**src/rtl/cache_miss_controller_if.sv**
```systemverilog
// ---------------------------------------------------------------------------
// cache_miss_controller_if
// Groups the three buses the miss controller sits between:
//   CPU port    : cpu_re/cpu_we/cpu_addr/cpu_wdata in, cpu_rdata/cpu_ready out
//   cache array : cache_re/we/addr/wdata out, cache_rdata/cache_miss in,
//                 victim_dirty/tag/line in, fill_en/tag/line out
//   main memory : mem_req/we/addr/wdata out, mem_rdata/mem_ack in
// modport master : the controller's view
// modport slave  : the view of the CPU, array and memory surrounding it
// ---------------------------------------------------------------------------
interface cache_miss_controller_if #(
    parameter int ADDR_W = 32,
    parameter int LINE_W = 256,
    parameter int TAG_W  = 24
);
    logic              cpu_re;
    logic              cpu_we;
    logic [ADDR_W-1:0] cpu_addr;
    logic [LINE_W-1:0] cpu_wdata;
    logic [31:0]       cpu_rdata;
    logic              cpu_ready;

    logic              cache_re;
    logic              cache_we;
    logic [ADDR_W-1:0] cache_addr;
    logic [LINE_W-1:0] cache_wdata;
    logic [31:0]       cache_rdata;
    logic              cache_miss;
    logic              victim_dirty;
    logic [TAG_W-1:0]  victim_tag;
    logic [LINE_W-1:0] victim_line;
    logic              fill_en;
    logic [TAG_W-1:0]  fill_tag;
    logic [LINE_W-1:0] fill_line;

    logic              mem_req;
    logic              mem_we;
    logic [ADDR_W-1:0] mem_addr;
    logic [LINE_W-1:0] mem_wdata;
    logic [LINE_W-1:0] mem_rdata;
    logic              mem_ack;

    modport master (
        input  cpu_re, cpu_we, cpu_addr, cpu_wdata,
        input  cache_rdata, cache_miss, victim_dirty, victim_tag, victim_line,
        input  mem_rdata, mem_ack,
        output cpu_rdata, cpu_ready,
        output cache_re, cache_we, cache_addr, cache_wdata,
        output fill_en, fill_tag, fill_line,
        output mem_req, mem_we, mem_addr, mem_wdata
    );

    modport slave (
        output cpu_re, cpu_we, cpu_addr, cpu_wdata,
        output cache_rdata, cache_miss, victim_dirty, victim_tag, victim_line,
        output mem_rdata, mem_ack,
        input  cpu_rdata, cpu_ready,
        input  cache_re, cache_we, cache_addr, cache_wdata,
        input  fill_en, fill_tag, fill_line,
        input  mem_req, mem_we, mem_addr, mem_wdata
    );
endinterface

```
**src/rtl/cache_miss_controller.sv**
```systemverilog
// ---------------------------------------------------------------------------
// cache_miss_controller
// Sequences a 2-way, 8-set, 256-bit-line data cache for one CPU port.
// Hits complete in three cycles; a miss writes back a dirty LRU victim,
// fetches the missing line, installs it and replays the original access.
//
// Ports:
//   clk    : clock, all state on the rising edge
//   reset  : asynchronous active-high, clears FSM and all registered outputs
//   bus    : cache_miss_controller_if.master (CPU, array and memory buses)
//   hit_count/miss_count/wb_count : 32-bit saturating event counters,
//            present only when CACHE_PERF_CNT_EN is defined
// ---------------------------------------------------------------------------
module cache_miss_controller #(
    parameter int ADDR_W = 32,
    parameter int LINE_W = 256,
    parameter int SET_W  = 3,
    parameter int OFF_W  = 5,
    parameter int TAG_W  = ADDR_W - SET_W - OFF_W
) (
    input  logic                            clk,
    input  logic                            reset,
    cache_miss_controller_if.master         bus
`ifdef CACHE_PERF_CNT_EN
    ,
    output logic [31:0]                     hit_count,
    output logic [31:0]                     miss_count,
    output logic [31:0]                     wb_count
`endif
);

    typedef enum logic [2:0] {IDLE, LOOKUP, COMPARE, WRITEBACK, FETCH, ALLOCATE} state_t;

    state_t            state_q, state_d;
    logic              op_we_q, op_we_d;       // latched operation: 1 = write
    logic              replay_q, replay_d;     // current lookup is a post-fill replay
    logic [31:0]       cpu_rdata_q, cpu_rdata_d;
    logic              cpu_ready_q, cpu_ready_d;
    logic              cache_re_q, cache_re_d;
    logic              cache_we_q, cache_we_d;
    logic [ADDR_W-1:0] cache_addr_q, cache_addr_d;
    logic [LINE_W-1:0] cache_wdata_q, cache_wdata_d;
    logic              fill_en_q, fill_en_d;
    logic [TAG_W-1:0]  fill_tag_q, fill_tag_d;
    logic [LINE_W-1:0] fill_line_q, fill_line_d;
    logic              mem_req_q, mem_req_d;
    logic              mem_we_q, mem_we_d;
    logic [ADDR_W-1:0] mem_addr_q, mem_addr_d;
    logic [LINE_W-1:0] mem_wdata_q, mem_wdata_d;

    logic [TAG_W-1:0]  req_tag;
    logic [SET_W-1:0]  req_set;
    logic [ADDR_W-1:0] fetch_addr;

    assign req_tag    = cache_addr_q[ADDR_W-1 -: TAG_W];
    assign req_set    = cache_addr_q[OFF_W +: SET_W];
    assign fetch_addr = {req_tag, req_set, {OFF_W{1'b0}}};

    always_comb begin
        state_d       = state_q;
        op_we_d       = op_we_q;
        replay_d      = replay_q;
        cpu_rdata_d   = cpu_rdata_q;
        cpu_ready_d   = 1'b0;
        cache_re_d    = 1'b0;
        cache_we_d    = 1'b0;
        cache_addr_d  = cache_addr_q;
        cache_wdata_d = cache_wdata_q;
        fill_en_d     = 1'b0;
        fill_tag_d    = fill_tag_q;
        fill_line_d   = fill_line_q;
        mem_req_d     = mem_req_q;
        mem_we_d      = mem_we_q;
        mem_addr_d    = mem_addr_q;
        mem_wdata_d   = mem_wdata_q;

        case (state_q)
            IDLE: begin
                // While cpu_ready is high the CPU is still holding the request
                // that just completed; only a request held beyond it is new.
                if ((bus.cpu_re || bus.cpu_we) && !cpu_ready_q) begin
                    op_we_d       = !bus.cpu_re;    // read wins when both set
                    replay_d      = 1'b0;
                    cache_addr_d  = bus.cpu_addr;
                    cache_wdata_d = bus.cpu_wdata;
                    // Strobe is registered on entry so it is high for exactly
                    // the LOOKUP cycle.
                    cache_re_d    = bus.cpu_re;
                    cache_we_d    = !bus.cpu_re;
                    state_d       = LOOKUP;
                end
            end
            LOOKUP: begin
                state_d = COMPARE;
            end
            COMPARE: begin
                if (!bus.cache_miss) begin
                    if (!op_we_q) cpu_rdata_d = bus.cache_rdata;
                    cpu_ready_d = 1'b1;
                    state_d     = IDLE;
                end else if (bus.victim_dirty) begin
                    mem_req_d   = 1'b1;
                    mem_we_d    = 1'b1;
                    mem_addr_d  = {bus.victim_tag, req_set, {OFF_W{1'b0}}};
                    mem_wdata_d = bus.victim_line;
                    state_d     = WRITEBACK;
                end else begin
                    mem_req_d   = 1'b1;
                    mem_we_d    = 1'b0;
                    mem_addr_d  = fetch_addr;
                    state_d     = FETCH;
                end
            end
            WRITEBACK: begin
                if (bus.mem_ack) begin
                    // Request drops for one cycle so the fetch is seen as a
                    // separate memory transaction.
                    mem_req_d = 1'b0;
                    mem_we_d  = 1'b0;
                    state_d   = FETCH;
                end
            end
            FETCH: begin
                if (!mem_req_q) begin
                    mem_req_d  = 1'b1;
                    mem_we_d   = 1'b0;
                    mem_addr_d = fetch_addr;
                end else if (bus.mem_ack) begin
                    mem_req_d   = 1'b0;
                    fill_line_d = bus.mem_rdata;
                    fill_tag_d  = req_tag;
                    fill_en_d   = 1'b1;
                    state_d     = ALLOCATE;
                end
            end
            ALLOCATE: begin
                replay_d   = 1'b1;
                cache_re_d = !op_we_q;
                cache_we_d = op_we_q;
                state_d    = LOOKUP;
            end
            default: begin
                state_d = IDLE;
            end
        endcase
    end

    always_ff @(posedge clk or posedge reset) begin
        if (reset) begin
            state_q       <= IDLE;
            op_we_q       <= 1'b0;
            replay_q      <= 1'b0;
            cpu_rdata_q   <= '0;
            cpu_ready_q   <= 1'b0;
            cache_re_q    <= 1'b0;
            cache_we_q    <= 1'b0;
            cache_addr_q  <= '0;
            cache_wdata_q <= '0;
            fill_en_q     <= 1'b0;
            fill_tag_q    <= '0;
            fill_line_q   <= '0;
            mem_req_q     <= 1'b0;
            mem_we_q      <= 1'b0;
            mem_addr_q    <= '0;
            mem_wdata_q   <= '0;
        end else begin
            state_q       <= state_d;
            op_we_q       <= op_we_d;
            replay_q      <= replay_d;
            cpu_rdata_q   <= cpu_rdata_d;
            cpu_ready_q   <= cpu_ready_d;
            cache_re_q    <= cache_re_d;
            cache_we_q    <= cache_we_d;
            cache_addr_q  <= cache_addr_d;
            cache_wdata_q <= cache_wdata_d;
            fill_en_q     <= fill_en_d;
            fill_tag_q    <= fill_tag_d;
            fill_line_q   <= fill_line_d;
            mem_req_q     <= mem_req_d;
            mem_we_q      <= mem_we_d;
            mem_addr_q    <= mem_addr_d;
            mem_wdata_q   <= mem_wdata_d;
        end
    end

    assign bus.cpu_rdata   = cpu_rdata_q;
    assign bus.cpu_ready   = cpu_ready_q;
    assign bus.cache_re    = cache_re_q;
    assign bus.cache_we    = cache_we_q;
    assign bus.cache_addr  = cache_addr_q;
    assign bus.cache_wdata = cache_wdata_q;
    assign bus.fill_en     = fill_en_q;
    assign bus.fill_tag    = fill_tag_q;
    assign bus.fill_line   = fill_line_q;
    assign bus.mem_req     = mem_req_q;
    assign bus.mem_we      = mem_we_q;
    assign bus.mem_addr    = mem_addr_q;
    assign bus.mem_wdata   = mem_wdata_q;

`ifdef CACHE_PERF_CNT_EN
    function automatic logic [31:0] sat_inc(input logic [31:0] v);
        return (v == 32'hFFFF_FFFF) ? v : v + 32'd1;
    endfunction

    logic [31:0] hit_count_q, hit_count_d;
    logic [31:0] miss_count_q, miss_count_d;
    logic [31:0] wb_count_q, wb_count_d;

    always_comb begin
        hit_count_d  = hit_count_q;
        miss_count_d = miss_count_q;
        wb_count_d   = wb_count_q;
        // Only first lookups are counted; replays after a fill are not.
        if (state_q == COMPARE && !replay_q) begin
            if (bus.cache_miss) miss_count_d = sat_inc(miss_count_q);
            else                hit_count_d  = sat_inc(hit_count_q);
        end
        if (state_q == WRITEBACK && bus.mem_ack) wb_count_d = sat_inc(wb_count_q);
    end

    always_ff @(posedge clk or posedge reset) begin
        if (reset) begin
            hit_count_q  <= '0;
            miss_count_q <= '0;
            wb_count_q   <= '0;
        end else begin
            hit_count_q  <= hit_count_d;
            miss_count_q <= miss_count_d;
            wb_count_q   <= wb_count_d;
        end
    end

    assign hit_count  = hit_count_q;
    assign miss_count = miss_count_q;
    assign wb_count   = wb_count_q;
`endif

endmodule
```
**src/flat_wrapper.sv**
```systemverilog
// flat-port wrapper written by rule: the top's interface ports become plain ports
module cache_miss_controller_flat 
#(
    parameter int ADDR_W = 32,
    parameter int LINE_W = 256,
    parameter int SET_W  = 3,
    parameter int OFF_W  = 5,
    parameter int TAG_W  = ADDR_W - SET_W - OFF_W
)
  (clk, reset, bus_cpu_re, bus_cpu_we, bus_cpu_addr, bus_cpu_wdata, bus_cache_rdata, bus_cache_miss, bus_victim_dirty, bus_victim_tag, bus_victim_line, bus_mem_rdata, bus_mem_ack, bus_cpu_rdata, bus_cpu_ready, bus_cache_re, bus_cache_we, bus_cache_addr, bus_cache_wdata, bus_fill_en, bus_fill_tag, bus_fill_line, bus_mem_req, bus_mem_we, bus_mem_addr, bus_mem_wdata);
  cache_miss_controller_if #(.ADDR_W(ADDR_W), .LINE_W(LINE_W), .TAG_W(TAG_W)) bus_i ();
  input  logic clk;
  input  logic reset;
  input wire logic [$bits(bus_i.cpu_re)-1:0] bus_cpu_re;
  input wire logic [$bits(bus_i.cpu_we)-1:0] bus_cpu_we;
  input wire logic [$bits(bus_i.cpu_addr)-1:0] bus_cpu_addr;
  input wire logic [$bits(bus_i.cpu_wdata)-1:0] bus_cpu_wdata;
  input wire logic [$bits(bus_i.cache_rdata)-1:0] bus_cache_rdata;
  input wire logic [$bits(bus_i.cache_miss)-1:0] bus_cache_miss;
  input wire logic [$bits(bus_i.victim_dirty)-1:0] bus_victim_dirty;
  input wire logic [$bits(bus_i.victim_tag)-1:0] bus_victim_tag;
  input wire logic [$bits(bus_i.victim_line)-1:0] bus_victim_line;
  input wire logic [$bits(bus_i.mem_rdata)-1:0] bus_mem_rdata;
  input wire logic [$bits(bus_i.mem_ack)-1:0] bus_mem_ack;
  output wire logic [$bits(bus_i.cpu_rdata)-1:0] bus_cpu_rdata;
  output wire logic [$bits(bus_i.cpu_ready)-1:0] bus_cpu_ready;
  output wire logic [$bits(bus_i.cache_re)-1:0] bus_cache_re;
  output wire logic [$bits(bus_i.cache_we)-1:0] bus_cache_we;
  output wire logic [$bits(bus_i.cache_addr)-1:0] bus_cache_addr;
  output wire logic [$bits(bus_i.cache_wdata)-1:0] bus_cache_wdata;
  output wire logic [$bits(bus_i.fill_en)-1:0] bus_fill_en;
  output wire logic [$bits(bus_i.fill_tag)-1:0] bus_fill_tag;
  output wire logic [$bits(bus_i.fill_line)-1:0] bus_fill_line;
  output wire logic [$bits(bus_i.mem_req)-1:0] bus_mem_req;
  output wire logic [$bits(bus_i.mem_we)-1:0] bus_mem_we;
  output wire logic [$bits(bus_i.mem_addr)-1:0] bus_mem_addr;
  output wire logic [$bits(bus_i.mem_wdata)-1:0] bus_mem_wdata;
  assign bus_i.cpu_re = bus_cpu_re;
  assign bus_i.cpu_we = bus_cpu_we;
  assign bus_i.cpu_addr = bus_cpu_addr;
  assign bus_i.cpu_wdata = bus_cpu_wdata;
  assign bus_i.cache_rdata = bus_cache_rdata;
  assign bus_i.cache_miss = bus_cache_miss;
  assign bus_i.victim_dirty = bus_victim_dirty;
  assign bus_i.victim_tag = bus_victim_tag;
  assign bus_i.victim_line = bus_victim_line;
  assign bus_i.mem_rdata = bus_mem_rdata;
  assign bus_i.mem_ack = bus_mem_ack;
  assign bus_cpu_rdata = bus_i.cpu_rdata;
  assign bus_cpu_ready = bus_i.cpu_ready;
  assign bus_cache_re = bus_i.cache_re;
  assign bus_cache_we = bus_i.cache_we;
  assign bus_cache_addr = bus_i.cache_addr;
  assign bus_cache_wdata = bus_i.cache_wdata;
  assign bus_fill_en = bus_i.fill_en;
  assign bus_fill_tag = bus_i.fill_tag;
  assign bus_fill_line = bus_i.fill_line;
  assign bus_mem_req = bus_i.mem_req;
  assign bus_mem_we = bus_i.mem_we;
  assign bus_mem_addr = bus_i.mem_addr;
  assign bus_mem_wdata = bus_i.mem_wdata;
  cache_miss_controller #(.ADDR_W(ADDR_W), .LINE_W(LINE_W), .SET_W(SET_W), .OFF_W(OFF_W), .TAG_W(TAG_W)) u_core (.clk(clk), .reset(reset), .bus(bus_i));
endmodule
```
**config.mk**
```make
export PLATFORM = sky130hd
export DESIGN_NAME = cache_miss_controller_flat
export DESIGN_NICKNAME = d
export VERILOG_FILES = /design/src/rtl/cache_miss_controller_if.sv /design/src/rtl/cache_miss_controller.sv /design/src/flat_wrapper.sv
export SDC_FILE = /design/constraint.sdc
export NUM_CORES = 2
export LEC_CHECK = 0
export CAP_MARGIN = 20
export CORE_AREA = 3 3 690 692
export CTS_BUF_LIST = sky130_fd_sc_hd__clkbuf_2
export DETAILED_ROUTE_END_ITERATION = 7
export DIE_AREA = 0 0 693 695
export GPL_ROUTABILITY_DRIVEN = 1
export PLACE_DENSITY = 0.35
export SETUP_SLACK_MARGIN = 0.15
export SLEW_MARGIN = 0
export SYNTH_ARGS = -nofsm -noshare
export SYNTH_HDL_FRONTEND = slang
export SYNTH_SLANG_ARGS = --single-unit
```
**constraint.sdc**
```tcl
create_clock -name clk -period 70.4 [get_ports clk]
set_input_delay 10.56 -clock clk [delete_from_list [all_inputs] [get_ports clk]]
set_output_delay 10.56 -clock clk [all_outputs]
set_load 0.005 [all_outputs]
```
==> run metrics <==
outcome finished clean; Fin Clk Skew a little under 0.2 ns; startpoint class of the critical path register; CP Class register to output pin; P&R area growth vs syn 80.4%; Yosys cell types 38; post-synthesis area per instance around 17 um^2; drt pass-1 iters 5; # rows 252; Reg area approximately 22000 um^2; vias per inst 2.58; Net Sw Frac between 30% and 40%; Final HPWL DP ~230 mm; clock network latency to the later pin of the worst-skew pair approximately 1.8 ns; CP peak stage delay about 0.91 ns; family with the most delay on the worst path flip-flops; Reg power frac 36.1%; Via Count approximately 27000; root buffer cell clkbuf_2; share of cells above drive strength 1 31.8%; most instantiated library cell after synthesis dfrtp_1; number of synthesized flops with an enable pin 0; GRT Util Overall roughly 11%; Post-synth top flop dfrtp_1; final-report setup violation count 0; first-pass GRT wire length about 330 mm; synth top area cells dfrtp_1 66%, mux2_2 28%, buf_6 1.7%; crit-path cells clkdlybuf4s50_1; IO Pins ~1800; final routed DRC violation total 0; Final Critical Period approximately 14 ns; Crit path buffers/inverters 1; Synth area leader dfrtp_1; Post-CTS Setup Inserts 0; Fmax slightly above 70 MHz; final core occ 13.0%; largest net degree at the start of global routing around 140; multi-input logic area between 10000 and 15000 um^2; clock sinks between 800 and 900; Inserted Clock Buffers between 200 and 300; Hold Path Origin u_core.bus.cache_wdata[248]; Yosys warning total 0; Die W 693 um; slowest CP cell dfrtp_1; core area approximately 470000 um^2; reg-to-reg critical path startpoint u_core.state_q[1]; Worst EP required around 60 ns; Hold WC Path Type register to register; Combinational Power Share between 40% and 50%; total wire length 269 mm; crit path DAT around 3.4 ns; Starting Density under 10%; sequential fraction of the synthesis area between 60% and 70%; WHS ~0.5 ns; 1st-iter DRT viols 950; post-route clock period utilization about a fifth; Setup TNS Final 0 ns; Leak Pwr 23.3 nW; GPL Wtd Cong 0.874; nets@finish approximately 4800; Max Cap Violations 0; P_int about 0.0016 W; CTS tree yes; Tightest Pin Transition between 1 and 1.5 ns; antenna violation net count after detailed routing 0; Post-CTS Resized 0; Pwr per Cell Area roughly 43 nW/um^2; maximum clock path buffer count 4; CP Capture Type output pin; mapped cell area 33900 um^2; RSZ-0062 raised after global routing no; flops & latches, synth about 890; hold-fix buffers at CTS 0; Die Footprint slightly below 500000 um^2; max-slew violations 0; Worst-path clk slew around 0.1 ns; cell area after layout just over 60000 um^2; Worst slew margin between 20% and 30%; H-tree levels 5; Syn Inst Count slightly above 2000; Max VDD drop ~0.021 mV; final hold vios 0; drt wl/cell approximately 26 um; switching pwr roughly 0.001 W; commonest cells in the netlist 893 x dfrtp_1, 836 x mux2_2, 52 x buf_6; Cell Area, Placed 58500 um^2; fin cells about 10000; Clock Power Share between 15 and 20%; Synth async-reset ratio 100%; Fillers around 53000; initial antenna violation count 214; DIE HEIGHT 695 um; Critical Path Start u_core.bus.cache_addr[25]; vias in the first global route between 20000 and 30000; post-synth top area share 65.9%; worst-path fanout max 4; placed cells around 9900; IO Port Bufs 1751; grt ovf 0
-- cells by family after synthesis --
| logic type | count (synthesis) | synth area share, % |
|---|---|---|
| AOI/OAI and AO/OA | 58 | 1.02 |
| buffers and inverters | 127 | 3.04 |
| and+or+nand+nor | 79 | 1.42 |
| other | 1 | 0.0111 |
| DFF | 893 | 65.9 |
| muxes | 860 | 28.6 |
-- through the flow --
stage / total power, W / setup slack [ns]
after CTS: 0.00276 / 55.80
final: 0.00265 / 56.48
after floorplan: 0.00131 / 34.74
after detailed placement: 0.00227 / 54.51
after global routing: 0.00283 / 56.00
after global placement: 0.00227 / 54.59
-- path summary, 6_finish.rpt --
check	endpoint	slack [ns]	cells past startpoint
min in group asynchronous	u_core.bus.mem_wdata[200]	9.31	2
worst max-delay path	bus_cache_addr[25]	56.48	1
worst min register to register	u_core.bus.cache_wdata[248]	0.49	1
worst min-delay path	u_core.bus.cache_wdata[248]	0.49	1
worst max register to register	u_core.bus.mem_wdata[46]	65.81	6
max in group asynchronous	u_core.bus.cpu_rdata[29]	56.88	8
-- placed cells by master (no fill, tap or decap), types with 3 or more instances in the layout --
cell             count
clkbuf_2           406
clkinv_4             6
o21ai_0             25
conb_1               5
clkinvlp_4           7
inv_6                5
nand2_1              3
nor2_1               5
nor3_1              26
a31oi_1             25
buf_12               3
diode_2             40
nand3_1             26
clkdlybuf4s50_1   1750
clkinv_2             8
mux2_1              23
mux2_2             836
dfrtp_1            893
clkinv_1            48
buf_4               35
-- metal layers --
metal / share of wire [%] / global-route usage [%] / up-vias
met1: 37 / 11.6 / 13300
met3: 12 / 5.65 / 633
met5: 0.27 / 0 / -
li1: - / - / 11300
met2: 48 / 18.2 / 1560
met4: 3.2 / 2.76 / 108
-- state kept, by name (all words and copies together), names as in the netlist, 3 cells and up --
| name | cells |
|---|---|
| u_core.bus.mem_addr | 27 |
| u_core.bus.mem_wdata | 256 |
| u_core.bus.fill_tag | 24 |
| u_core.bus.fill_line | 256 |
| u_core.state_q | 3 |
| u_core.bus.cpu_rdata | 32 |
| u_core.bus.cache_addr | 32 |
| u_core.bus.cache_wdata | 256 |
-- final cells by class --
class                           count  area share [%]
Multi-Input combinational cell   1002            17.3
Antenna cell                       40           0.164
Clock inverter                     77           0.677
Sequential cell                   893            36.6
Clock buffer                      406            3.32
Inverter                            3          0.0307
Tap cell                         6223            12.7
Timing Repair Buffer             1790            29.2
-- power groups by stage --
stage	Combinational [W]	Sequential, W	Clock [W]
floorplan	0.000373	0.000932	0
global placement	0.00130	0.000970	0
detailed placement	0.00130	0.000973	0
CTS	0.00130	0.000967	0.000486
global route	0.00133	0.000995	0.000506
finish	0.00125	0.000957	0.000441
(Power assumes the default switching activity.)
